**config.mk**
```make
export PLATFORM = sky130hd
export DESIGN_NAME = mem_wb_skid_flat
export DESIGN_NICKNAME = d
export VERILOG_FILES = /design/src/rtl/mem_wb_skid_if.sv /design/src/rtl/mem_wb_skid.sv /design/src/flat_wrapper.sv
export SDC_FILE = /design/constraint.sdc
export NUM_CORES = 1
export LEC_CHECK = 0
export CORE_AREA = 3 3 109 137
export CTS_BUF_LIST = sky130_fd_sc_hd__clkbuf_16
export DETAILED_ROUTE_END_ITERATION = 10
export DIE_AREA = 0 0 112 140
export DONT_BUFFER_PORTS = 1
export PLACE_DENSITY = 0.93
export SETUP_SLACK_MARGIN = 0.02
export SYNTH_ARGS = -nofsm -noshare
export SYNTH_HDL_FRONTEND = slang
export SYNTH_SLANG_ARGS = --single-unit
```
**constraint.sdc**
```tcl
create_clock -name clk -period 5.1 [get_ports clk]
set_clock_uncertainty 0.2 [all_clocks]
set_input_delay 0.255 -clock clk [delete_from_list [all_inputs] [get_ports clk]]
set_output_delay 0.255 -clock clk [all_outputs]
set_load 0.005 [all_outputs]
```
**src/rtl/mem_wb_skid_if.sv**
```systemverilog
// MEM->WB handshake bundle: MEM-side entry inputs with in_ready, and the
// writeback-side head entry with out_ready.
interface mem_wb_skid_if #(
  parameter int XLEN = 32,
  parameter int RA_W = 5,
  parameter int MR_W = 2
);
  logic            in_valid;
  logic            in_ready;
  logic [XLEN-1:0] alu_in;
  logic [XLEN-1:0] pc_add4;
  logic [XLEN-1:0] dataR_in;
  logic [RA_W-1:0] rd;
  logic            RegW;
  logic [MR_W-1:0] MemReg;

  logic            out_valid;
  logic            out_ready;
  logic            RegW_out;
  logic [MR_W-1:0] MemReg_out;
  logic [RA_W-1:0] rd_out;
  logic [XLEN-1:0] alu_out;
  logic [XLEN-1:0] pc_add4_out;
  logic [XLEN-1:0] dataR_out;

  modport master (
    output in_valid, alu_in, pc_add4, dataR_in, rd, RegW, MemReg, out_ready,
    input  in_ready, out_valid, RegW_out, MemReg_out, rd_out,
           alu_out, pc_add4_out, dataR_out
  );

  modport slave (
    input  in_valid, alu_in, pc_add4, dataR_in, rd, RegW, MemReg, out_ready,
    output in_ready, out_valid, RegW_out, MemReg_out, rd_out,
           alu_out, pc_add4_out, dataR_out
  );
endinterface

```
**src/rtl/mem_wb_skid.sv**
```systemverilog
// MEM->WB pipeline stage with a two-entry skid buffer; in_ready depends only on
// state and flush, and all outputs come from the main register.
module mem_wb_skid #(
  parameter int XLEN       = 32,
  parameter int RA_W       = 5,
  parameter int MR_W       = 2,
  parameter int ZERO_GUARD = 1
) (
  input  logic                clk,
  input  logic                rst_n,
  input  logic                flush,
  mem_wb_skid_if.slave        bus,
  output logic [1:0]          occupancy
);

  // Encoding equals the number of held entries, so occupancy is the state itself.
  localparam logic [1:0] ST_EMPTY = 2'd0;
  localparam logic [1:0] ST_BUSY  = 2'd1;
  localparam logic [1:0] ST_FULL  = 2'd2;

  localparam logic GUARD = (ZERO_GUARD != 0);

  typedef struct packed {
    logic            regw;
    logic [MR_W-1:0] memreg;
    logic [RA_W-1:0] rd;
    logic [XLEN-1:0] alu;
    logic [XLEN-1:0] pc;
    logic [XLEN-1:0] data;
  } entry_t;

  logic [1:0] state_q;
  logic [1:0] state_d;
  entry_t     in_e;
  entry_t     main_q;
  entry_t     skid_q;
  logic       in_fire;
  logic       out_fire;
  logic       out_valid;
  logic       load_main_in;
  logic       load_main_skid;
  logic       load_skid;

  assign in_e = '{regw:   bus.RegW,
                  memreg: bus.MemReg,
                  rd:     bus.rd,
                  alu:    bus.alu_in,
                  pc:     bus.pc_add4,
                  data:   bus.dataR_in};

  assign bus.in_ready = (state_q != ST_FULL) && !flush;
  assign out_valid    = (state_q != ST_EMPTY);
  assign in_fire      = bus.in_valid && bus.in_ready;
  assign out_fire     = out_valid && bus.out_ready;

  always_comb begin
    state_d        = state_q;
    load_main_in   = 1'b0;
    load_main_skid = 1'b0;
    load_skid      = 1'b0;
    if (flush) begin
      state_d = ST_EMPTY;
    end else begin
      case (state_q)
        ST_EMPTY: begin
          if (in_fire) begin
            state_d      = ST_BUSY;
            load_main_in = 1'b1;
          end
        end
        ST_BUSY: begin
          if (in_fire && !out_fire) begin
            state_d   = ST_FULL;
            load_skid = 1'b1;
          end else if (in_fire && out_fire) begin
            load_main_in = 1'b1;
          end else if (out_fire) begin
            state_d = ST_EMPTY;
          end
        end
        ST_FULL: begin
          if (out_fire) begin
            state_d        = ST_BUSY;
            load_main_skid = 1'b1;
          end
        end
        default: state_d = ST_EMPTY;
      endcase
    end
  end

  always_ff @(posedge clk or negedge rst_n) begin
    if (!rst_n) begin
      state_q <= ST_EMPTY;
    end else begin
      state_q <= state_d;
    end
  end

  always_ff @(posedge clk or negedge rst_n) begin
    if (!rst_n) begin
      main_q    <= '0;
      main_q.rd <= '1;
      skid_q    <= '0;
    end else begin
      if (load_main_in) begin
        main_q <= in_e;
      end else if (load_main_skid) begin
        main_q <= skid_q;
      end
      if (load_skid) begin
        skid_q <= in_e;
      end
    end
  end

  assign bus.out_valid   = out_valid;
  assign bus.RegW_out    = out_valid && main_q.regw && !(GUARD && (main_q.rd == '0));
  assign bus.MemReg_out  = main_q.memreg;
  assign bus.rd_out      = main_q.rd;
  assign bus.alu_out     = main_q.alu;
  assign bus.pc_add4_out = main_q.pc;
  assign bus.dataR_out   = main_q.data;
  assign occupancy       = state_q;

endmodule

```
**src/flat_wrapper.sv**
```systemverilog
// flat-port wrapper written by rule: the top's interface ports become plain ports
module mem_wb_skid_flat 
#(
  parameter int XLEN       = 32,
  parameter int RA_W       = 5,
  parameter int MR_W       = 2,
  parameter int ZERO_GUARD = 1
)
  (clk, rst_n, flush, occupancy, bus_in_valid, bus_alu_in, bus_pc_add4, bus_dataR_in, bus_rd, bus_RegW, bus_MemReg, bus_out_ready, bus_in_ready, bus_out_valid, bus_RegW_out, bus_MemReg_out, bus_rd_out, bus_alu_out, bus_pc_add4_out, bus_dataR_out);
  mem_wb_skid_if #(.XLEN(XLEN), .RA_W(RA_W), .MR_W(MR_W)) bus_i ();
  input  logic clk;
  input  logic rst_n;
  input  logic flush;
  output logic [1:0] occupancy;
  input wire logic [$bits(bus_i.in_valid)-1:0] bus_in_valid;
  input wire logic [$bits(bus_i.alu_in)-1:0] bus_alu_in;
  input wire logic [$bits(bus_i.pc_add4)-1:0] bus_pc_add4;
  input wire logic [$bits(bus_i.dataR_in)-1:0] bus_dataR_in;
  input wire logic [$bits(bus_i.rd)-1:0] bus_rd;
  input wire logic [$bits(bus_i.RegW)-1:0] bus_RegW;
  input wire logic [$bits(bus_i.MemReg)-1:0] bus_MemReg;
  input wire logic [$bits(bus_i.out_ready)-1:0] bus_out_ready;
  output wire logic [$bits(bus_i.in_ready)-1:0] bus_in_ready;
  output wire logic [$bits(bus_i.out_valid)-1:0] bus_out_valid;
  output wire logic [$bits(bus_i.RegW_out)-1:0] bus_RegW_out;
  output wire logic [$bits(bus_i.MemReg_out)-1:0] bus_MemReg_out;
  output wire logic [$bits(bus_i.rd_out)-1:0] bus_rd_out;
  output wire logic [$bits(bus_i.alu_out)-1:0] bus_alu_out;
  output wire logic [$bits(bus_i.pc_add4_out)-1:0] bus_pc_add4_out;
  output wire logic [$bits(bus_i.dataR_out)-1:0] bus_dataR_out;
  assign bus_i.in_valid = bus_in_valid;
  assign bus_i.alu_in = bus_alu_in;
  assign bus_i.pc_add4 = bus_pc_add4;
  assign bus_i.dataR_in = bus_dataR_in;
  assign bus_i.rd = bus_rd;
  assign bus_i.RegW = bus_RegW;
  assign bus_i.MemReg = bus_MemReg;
  assign bus_i.out_ready = bus_out_ready;
  assign bus_in_ready = bus_i.in_ready;
  assign bus_out_valid = bus_i.out_valid;
  assign bus_RegW_out = bus_i.RegW_out;
  assign bus_MemReg_out = bus_i.MemReg_out;
  assign bus_rd_out = bus_i.rd_out;
  assign bus_alu_out = bus_i.alu_out;
  assign bus_pc_add4_out = bus_i.pc_add4_out;
  assign bus_dataR_out = bus_i.dataR_out;
  mem_wb_skid #(.XLEN(XLEN), .RA_W(RA_W), .MR_W(MR_W), .ZERO_GUARD(ZERO_GUARD)) u_core (.clk(clk), .rst_n(rst_n), .flush(flush), .bus(bus_i), .occupancy(occupancy));
endmodule
```
==> results of run 1 <==
## final timing paths
check	to	from	slack, ps	depth (start not counted)
worst min register to register	u_core.skid_q[62]	u_core.skid_q[62]	290	1
max in group asynchronous	u_core.bus.rd_out[3]	rst_n	5090	0
worst max-delay path	u_core.bus.dataR_out[25]	u_core.occupancy[0]	1990	5
min in group clk	u_core.skid_q[62]	u_core.skid_q[62]	290	1
worst max register to register	u_core.bus.dataR_out[25]	u_core.occupancy[0]	1990	5
worst min-delay path	u_core.bus.pc_add4_out[22]	rst_n	-730	0
## where the power goes
part | total [mW] | leakage [nW] | internal (mW) | switching (mW)
clock network | 1.39 | 0.316 | 0.790 | 0.597
registers | 2.32 | 2.58 | 2.05 | 0.266
logic | 0.542 | 1.67 | 0.348 | 0.194
## sequential cells by signal, indices dropped and copies added, names as in the netlist
signal and flops:
u_core.bus.rd_out 5, u_core.skid_q 104, u_core.main_q 1, u_core.occupancy 2, u_core.bus.dataR_out 32, u_core.bus.pc_add4_out 32
u_core.bus.alu_out 32, u_core.bus.MemReg_out 2
## critical path: cells and delay by family, from the launching register on
kind | cells | cell delay [ps]
AO/OA/AOI/OAI | 2 | 1220
buffers and inverters | 2 | 760
flip-flops | 1 | 510
AND/OR/NAND/NOR | 1 | 270
## layer usage
metal  part of all wire  wire length (microns)  track usage  vias to the layer above
met2               0.52                  11180       0.4719                      259
met4              0.035                    752       0.1025                        0
li1                   -                      -            -                     2380
met3              0.071                   1507      0.05704                       59
met1               0.37                   7878       0.3259                     2911
met5                  0                      0            0                        -
## per-stage QoR
step           utilization  hold WS (ps)  worst slack [ps]  area, sq um  cells
2_1_floorplan            -        -240.6              3298         9263    689
3_3_place_gp        0.6195        -234.2              2281         8521    720
3_5_place_dp        0.6195        -235.5              2107         8521    720
4_1_cts             0.7424        -742.3              2092        10210    864
5_1_grt             0.7428        -755.4              1869        10220    866
6_report            0.7428        -726.7              1988        10220    866
## final cells by class
| type | instances | area, sq um |
|---|---|---|
| multi-input cells | 330 | 2994 |
| clock buffers | 21 | 525.5 |
| flip-flops and latches | 210 | 5261 |
| inverters | 1 | 3.754 |
| repair buffers | 112 | 1124 |
| fillers | 779 | 3537 |
| clock inverters | 15 | 83.83 |
| well taps | 175 | 219.0 |
| diodes | 2 | 5.005 |
## cell usage after synthesis, drive strengths merged, types with 2 or more instances
cell | instances | area (sq um)
or3 | 2 | 12.51
nor2b | 2 | 12.51
nor2 | 2 | 7.510
dfstp | 5 | 131.4
clkbuf | 18 | 67.56
mux2 | 104 | 1171
a21oi | 2 | 13.76
a221o | 104 | 1041
and2 | 105 | 656.9
dfrtp | 205 | 5130
buf | 130 | 945.9
## logic make-up (layout without fill, tap and decap cells)
group | after synthesis | after routing | synth area share
other | 0 | 2 | 0
flip-flops | 210 | 210 | 0.5680
AND/OR/NAND/NOR | 117 | 117 | 0.07956
multiplexers | 104 | 104 | 0.1264
buffers and inverters | 149 | 149 | 0.1098
AO/OA/AOI/OAI | 109 | 109 | 0.1162
==> impl_metrics.yaml, run 1 <==
detailed_routing:
  vias_per_cell: 6.477
  drt-total-wl_microns: 21320
  first_pass_iters: 5
  ant_nets: 0
  drt_iter0_markers: 553
  wl_per_cell_microns: 24.62
  vias: 5609
  drc: 0
global_route:
  track_usage: 0.2685
  grt_pass1_wl_microns: 34050
  antenna_found_initial: 2
  grt_pass1_vias: 6151
  grt_max_degree: 211
  grt_overflow_total: 0
logic_synthesis:
  synth-seq-cells: 210
  yosysWarnings: 0
  seq_area_frac_synth: 0.5680
  ys.flop_type: "dfrtp_1"
  netlist_area_sq_um: 9263
  syn_area_per_cell_sq_um: 13.44
  synth_cells: 689
  synth_edf_count: 0
  async_flop_share: 1.000
  synth_nets: 798
  synthDistinctLibCells: 25
timing:
  setup_tns_ps: 0
  max_freq_mhz: 321.3
  period_share: 0.6103
  tightest_slew_ps: 1181
  fin_crit_ps: 3112
  slew_headroom: 0.2130
  rsz0062_at_grt: "no"
  setup_violations: 0
  slew_violations: 0
  hold_viol_final: 210
  fin_hold_ws_ps: -726.7
power_and_ir_drop:
  p_leak_nw: 4.570
  worst_ir_drop_vdd_uv: 376.1
  power.total_mw: 4.245
  powerDensity_nw_per_um2: 415.5
setup_path:
  cpMaxStageDelayCell: "a21oi_4"
  worstPathCellList: "and4bb_2, buf_4, a21oi_4, buf_12, a221o_1"
  crit_arrival_ps: 3310
  crit_path_end_kind: "flop"
  crit_fanout: 105
  cp-start-kind: "flop"
  required_ps: 5300
  path_class: "reg -> reg"
  critical_path.max_stage_delay_ps: 970
cells_and_area:
  fin_nets: 784
  area_growth_pct: 10.29
  layout-drive-gt1-share: 0.1814
  final_cell_mix: "205 x dfrtp_1, 108 x dlygate4sd3_1, 104 x and2_1, 104 x a221o_1, 89 x mux2_2"
  final_common_cell: "dfrtp_1"
clocking:
  ctsHoldBuffers: 108
  postCtsResizedCells: 0
  cts_buffers: 20
  post_cts_buffers: 0
  cts_max_level: 1
  clk_pin_slew_worst_paths_ps: 70
  clock_sinks: 210
  clockRootBuffer: "clkbuf_16"
  cts_tree: "built"
  clk_path_buf_depth: 3
  clock_latency_ps: 480
outcome:
  violations: "hold timing"
  status: "complete, but fails checks"
placed_design:
  dp_hpwl_microns: 12000
  gp_congestion: 0.7991
  portBuffers: 0
die:
  rows: 48
  num_io_pins: 217
  core_sq_um: 13750
  dieArea_sq_um: 15680
  fp.dieH_microns: 140
  die_x_microns: 112
  initial_core_util: 0.6735
job:
  maxCapViolations: 0
min_path:
  hold_path_class: "in -> async"
(Power assumes the default switching activity.)
==> inputs of run 2 (changes only) <==
--- a/config.mk
+++ b/config.mk
@@ -5,12 +5,12 @@
 export SDC_FILE = /design/constraint.sdc
 export NUM_CORES = 1
 export LEC_CHECK = 0
-export CORE_AREA = 3 3 109 137
+export CORE_AREA = 3 3 119 149
 export CTS_BUF_LIST = sky130_fd_sc_hd__clkbuf_16
 export DETAILED_ROUTE_END_ITERATION = 10
-export DIE_AREA = 0 0 112 140
+export DIE_AREA = 0 0 122 152
 export DONT_BUFFER_PORTS = 1
-export PLACE_DENSITY = 0.93
+export PLACE_DENSITY = 0.84
 export SETUP_SLACK_MARGIN = 0.02
 export SYNTH_ARGS = -nofsm -noshare
 export SYNTH_HDL_FRONTEND = slang
==> constraint.sdc (replaced) <==
create_clock -name clk -period 2.63 [get_ports clk]
set_clock_uncertainty 0.2 [all_clocks]
set_input_delay 0.1315 -clock clk [delete_from_list [all_inputs] [get_ports clk]]
set_output_delay 0.1315 -clock clk [all_outputs]
set_load 0.005 [all_outputs]
==> run 2 against run 1 <==
Against the previous run: the flow still finishes with violations (hold timing); wire length about the same; clock power increased by 130%; sequential power increased by 93%; combinational power increased by 92%; setup slack got worse by 1500 ps; final cell count increased by 5.7%; register-to-register slack got worse by 1500 ps; critical endpoint is now u_core.skid_q[11]; largest cell class unchanged.
==> impl_metrics.yaml, run 2 (same netlist as run 1, synthesis figures left out) <==
timing:
  max_freq_mhz: 456.1
  slew_violations: 0
  fin_hold_ws_ps: -868.3
  fin_ws_ps: 437.7
  tightest_slew_ps: 869.8
  setup_violations: 0
  slew_headroom: 0.4202
  fin_crit_ps: 2192
  hold_viol_final: 210
  setup_tns_ps: 0
  period_share: 0.8336
  rsz0062_at_grt: "no"
detailed_routing:
  drc: 0
  first_pass_iters: 5
  ant_nets: 0
  vias: 5686
  drt-total-wl_microns: 21340
  wl_per_cell_microns: 23.32
  vias_per_cell: 6.214
  drt_iter0_markers: 469
clocking:
  clk_pin_slew_worst_paths_ps: 60
  ctsHoldBuffers: 108
  cts_buffers: 22
  postCtsResizedCells: 0
  cts_tree: "built"
  cts_max_level: 1
  clock_sinks: 210
  clk_path_buf_depth: 3
  clockRootBuffer: "clkbuf_16"
  post_cts_buffers: 0
  clock_latency_ps: 490
global_route:
  grt.busiest_layer: "met2"
  track_usage: 0.2226
  grt_pass1_wl_microns: 33540
  use_met1: 0.2619
  antenna_found_initial: 3
  grt_max_degree: 211
  use_met3: 0.05504
  met2_usage: 0.3838
  grt_overflow_total: 0
  grt_pass1_vias: 6132
cells_and_area:
  final_cell_mix: "205 x dfrtp_1, 108 x dlygate4sd3_1, 104 x and2_1, 104 x a221o_1, 89 x mux2_2"
  largest_register_ffs: 104
  post-route-util: 0.6395
  largest-register: "u_core.skid_q"
  final_common_cell: "dfrtp_1"
  fin_nets: 790
  layout-drive-gt1-share: 0.1954
  fill_cells: 1089
  area_growth_pct: 12.75
die:
  num_io_pins: 217
  die_x_microns: 122
  fp.dieH_microns: 152
  dieArea_sq_um: 18540
  core_sq_um: 16330
  rows: 52
  initial_core_util: 0.5672
setup_path:
  required_ps: 2800
  cpMaxStageDelayCell: "buf_4"
  crit_arrival_ps: 2370
  path_delay_family: "buffers and inverters"
  path_buf_inv: 1
  crit_fanout: 65
  path_class: "reg -> reg"
  cp-start-kind: "flop"
  critical_path.max_stage_delay_ps: 660
  crit_path_end_kind: "flop"
  worstPathCellList: "nor3b_2, nand3b_1, buf_4, mux2_2"
placed_design:
  portBuffers: 0
  gp_congestion: 0.7240
  dp_hpwl_microns: 11990
  dp_slack_ps: 493.4
power_and_ir_drop:
  powerDensity_nw_per_um2: 838.1
  worst_ir_drop_vdd_uv: 656.8
  p_leak_nw: 4.652
job:
  maxCapViolations: 0
min_path:
  hold_path_class: "in -> async"
outcome:
  status: "complete, but fails checks"
  violations: "hold timing"
==> run 2: area by class of cell <==
cell class / count / area [sq um] / area share
tap: 216 / 270.3 / 0.02588
sequential: 210 / 5261 / 0.5038
antenna: 3 / 7.507 / 0.0007188
inverter: 1 / 3.754 / 0.0003594
multi-input combinational: 330 / 2994 / 0.2867
clock buffer: 23 / 575.6 / 0.05511
clock inverter: 16 / 177.7 / 0.01701
timing repair buffer: 116 / 1154 / 0.1105
==> run 2: final timing paths <==
| kind | slack (ps) | endpoint | depth (start not counted) | from |
|---|---|---|---|---|
| max | 440 | u_core.skid_q[11] | 4 | u_core.occupancy[1] |
| min | -870 | u_core.skid_q[79] | 0 | rst_n |
| max reg2reg | 440 | u_core.skid_q[11] | 4 | u_core.occupancy[1] |
| min reg2reg | 280 | u_core.skid_q[61] | 1 | u_core.skid_q[61] |
| max in group asynchronous | 2710 | u_core.bus.alu_out[25] | 0 | rst_n |
| min in group clk | 70 | u_core.occupancy[1] | 2 | bus_out_ready |
==> run 2: metrics by stage <==
stage | instances | area, sq um | total power, mW
after global routing | 915 | 10440 | 9.109
after floorplan | 689 | 9263 | 5.418
final | 915 | 10440 | 8.753
after CTS | 912 | 10440 | 8.754
after global placement | 765 | 8602 | 5.234
after detailed placement | 765 | 8602 | 5.360
==> run 2: where the power goes <==
part | internal [mW] | switching (mW)
registers | 3.97 | 0.505
logic | 0.676 | 0.367
clock network | 1.97 | 1.26
==> run 2: routing by layer <==
metal | part of all wire | up-vias
li1 | - | 2379
met1 | 0.36 | 2968
met2 | 0.52 | 269
met3 | 0.073 | 70
met4 | 0.041 | 0
met5 | 0 | -
==> inputs of run 3 (changes only) <==
--- a/config.mk
+++ b/config.mk
@@ -5,12 +5,13 @@
 export SDC_FILE = /design/constraint.sdc
 export NUM_CORES = 1
 export LEC_CHECK = 0
-export CORE_AREA = 3 3 119 149
+export ABC_AREA = 1
+export CORE_AREA = 3 3 122 153
 export CTS_BUF_LIST = sky130_fd_sc_hd__clkbuf_16
 export DETAILED_ROUTE_END_ITERATION = 10
-export DIE_AREA = 0 0 122 152
+export DIE_AREA = 0 0 125 156
 export DONT_BUFFER_PORTS = 1
-export PLACE_DENSITY = 0.84
+export PLACE_DENSITY = 0.85
 export SETUP_SLACK_MARGIN = 0.02
 export SYNTH_ARGS = -nofsm -noshare
 export SYNTH_HDL_FRONTEND = slang
==> constraint.sdc (replaced) <==
create_clock -name clk -period 2.01 [get_ports clk]
set_clock_uncertainty 0.2 [all_clocks]
set_input_delay 0.1005 -clock clk [delete_from_list [all_inputs] [get_ports clk]]
set_output_delay 0.1005 -clock clk [all_outputs]
set_load 0.005 [all_outputs]
==> run 3 against run 2 <==
Against the previous run: the flow still finishes with violations (hold timing); non-clock buffer count increased by 9; wire length increased by 13%; maximum frequency increased by 20%; sequential cell count unchanged; final area increased by 6.3%; count of clock-buffer cells in the layout decreased by 2; hold slack got worse by 21 ps; global-route usage increased by 2.1 points; core utilization decreased by 0.29 points; critical path type unchanged; critical endpoint is now u_core.bus.pc_add4_out[13].
==> impl_metrics.yaml, run 3 <==
die:
  num_io_pins: 217
  core_sq_um: 17430
  initial_core_util: 0.5708
  die_x_microns: 125
  fp.dieH_microns: 156
  rows: 54
  dieArea_sq_um: 19500
cells_and_area:
  final_cell_mix: "424 x nand2_1, 204 x dfrtp_1, 112 x inv_1, 109 x nor2_1, 108 x nand3_1"
  regArea_sq_um: 5263
  layout-drive-gt1-share: 0.05008
  area_growth_pct: 11.54
  largest-register: "u_core.skid_q"
  fill_cells: 1350
  largest_register_ffs: 104
  multi_input_area_sq_um: 3171
  fin_nets: 1334
  stdcell_area_sq_um: 11100
  post-route-util: 0.6367
  final_common_cell: "nand2_1"
logic_synthesis:
  netlist_area_sq_um: 9950
  yosysTopAreaCell: "dfrtp_1"
  synth_cells: 1247
  synth_edf_count: 0
  synth_top_area_frac: 0.5156
  synthDistinctLibCells: 20
  async_flop_share: 1.000
  synth-seq-cells: 210
  ys_top_cells_by_area: "dfrtp_1 52%, nand2_1 16%, buf_4 8.8%"
  yosysWarnings: 0
  synth_most_common_cell: "nand2_1"
  synth_common_cells: "424 x nand2_1, 205 x dfrtp_1, 116 x buf_4"
  ys.flop_type: "dfrtp_1"
  synth_nets: 1356
  syn_area_per_cell_sq_um: 7.979
  seq_area_frac_synth: 0.5288
clocking:
  clk_path_buf_depth: 3
  clock_latency_ps: 480
  cts_tree: "built"
  clk_pin_slew_worst_paths_ps: 70
  cts_buffers: 21
  clock_sinks: 210
  cts_max_level: 1
  ctsHoldBuffers: 107
  post_cts_buffers: 0
  clockRootBuffer: "clkbuf_16"
timing:
  fin_ws_ps: 180.4
  fin_hold_ws_ps: -889.7
  slew_violations: 0
  rsz0062_at_grt: "no"
  setup_tns_ps: 0
  hold_viol_final: 210
  fin_crit_ps: 1830
  period_share: 0.9102
  setup_violations: 0
  max_freq_mhz: 546.6
  tightest_slew_ps: 388.1
  slew_headroom: 0.7404
detailed_routing:
  drt-total-wl_microns: 24110
  drc: 0
  wl_per_cell_microns: 16.48
  vias: 7869
  vias_per_cell: 5.379
  ant_nets: 0
  drt_iter0_markers: 597
  first_pass_iters: 6
setup_path:
  crit_path_end_kind: "flop"
  cpMaxStageDelayCell: "dfrtp_1"
  crit_arrival_ps: 2040
  required_ps: 2220
  r2r_end: "u_core.bus.pc_add4_out[13]"
  path_delay_family: "simple AND/OR/NAND/NOR gates"
  worstPathCellList: "inv_2, nand2_1, nand3_2, nor2_4, buf_4, a21oi_1, nand2_1"
  path_class: "reg -> reg"
  worst_path_most_repeated_cell: "nand2_1"
  reg2regPathDepth: 7
  cp-start-kind: "flop"
  path_buf_inv: 2
  worstSetupPathDepth: 7
  crit_fanout: 30
  ff2ff_setup_slack_ps: 180
  critical_path.max_stage_delay_ps: 440
  rr_startpoint: "u_core.occupancy[0]"
global_route:
  antenna_found_initial: 1
  grt_overflow_total: 0
  grt_pass1_vias: 8015
  grt_max_degree: 211
  track_usage: 0.2436
  grt_pass1_wl_microns: 39900
power_and_ir_drop:
  p_leak_nw: 5.853
  power.total_mw: 12.91
  worst_ir_drop_vdd_uv: 692.5
  powerDensity_nw_per_um2: 1163
placed_design:
  gp_congestion: 0.7756
  portBuffers: 0
  dp_hpwl_microns: 14060
  dp_slack_ps: 178.8
  place_area_sq_um: 9351
outcome:
  status: "complete, but fails checks"
  violations: "hold timing"
min_path:
  hold_path_class: "in -> async"
job:
  maxCapViolations: 0
-- run 3: changes by cell type in the layout (fill, tap and decap cells not counted), sizes merged, moves of 105 or more --
cell / delta
nand3: +110
nand2: +424
inv: +108
nor2: +110
and2: -105
-- run 3: through the flow --
stage	std cells	hold slack [ps]
after CTS	1462	-907.5
after floorplan	1247	-395.1
after detailed placement	1319	-392.0
final	1463	-889.7
after global placement	1319	-391.6
after global routing	1463	-908.7
-- run 3: how the worst max path moves through the flow --
| stage | start | to |
|---|---|---|
| 2_1_floorplan | u_core.occupancy[1] | u_core.skid_q[0] |
| 3_3_place_gp | u_core.occupancy[0] | u_core.bus.pc_add4_out[15] |
| 3_5_place_dp | u_core.occupancy[1] | u_core.bus.pc_add4_out[13] |
| 4_1_cts | u_core.occupancy[1] | u_core.bus.pc_add4_out[13] |
| 5_1_grt | u_core.occupancy[0] | u_core.bus.pc_add4_out[8] |
| 6_report | u_core.occupancy[0] | u_core.bus.pc_add4_out[13] |
-- run 3: timing repair --
action | in CTS | in global routing
resized for setup | 0 | 1
hold endpoints to repair | 420 | 210
endpoints found under the setup margin | 0 | 2
-- run 3: kinds of logic after synthesis --
family          Yosys count  synth area share
simple gates            649            0.2631
buf+inv                 281            0.1543
flops                   210            0.5288
compound gates          107           0.05382
-- run 3: cell type report --
cell class | instances | share of cell area
inverter | 111 | 0.03754
tap | 224 | 0.02525
clock buffer | 21 | 0.04735
clock inverter | 15 | 0.01319
sequential | 210 | 0.4742
multi-input combinational | 756 | 0.2857
timing repair buffer | 125 | 0.1166
antenna | 1 | 0.0002255
-- run 3: where the power goes --
| part | switching, mW | leakage, nW | internal (mW) |
|---|---|---|---|
| Combinational | 1.44 | 2.89 | 0.950 |
| Sequential | 0.988 | 2.62 | 5.68 |
| Clock | 1.58 | 0.335 | 2.28 |
| Total | 4.00 | 5.85 | 8.91 |
-- run 3: worst reg2reg max path: stages (launching register included) --
cell and delay [ps]:
dfrtp_1 440, inv_2 100, nand2_1 80, nand3_2 130, nor2_4 190, buf_4 370, a21oi_1 160, nand2_1 90
-- run 3: per-layer routing --
| metal | GRT usage | vias up | wire, microns |
|---|---|---|---|
| met3 | 0.05205 | 79 | 1907 |
| met5 | 0 | - | 0 |
| met1 | 0.3074 | 3716 | 9359 |
| met4 | 0.1167 | 0 | 967 |
| li1 | - | 3676 | - |
| met2 | 0.4035 | 398 | 11870 |
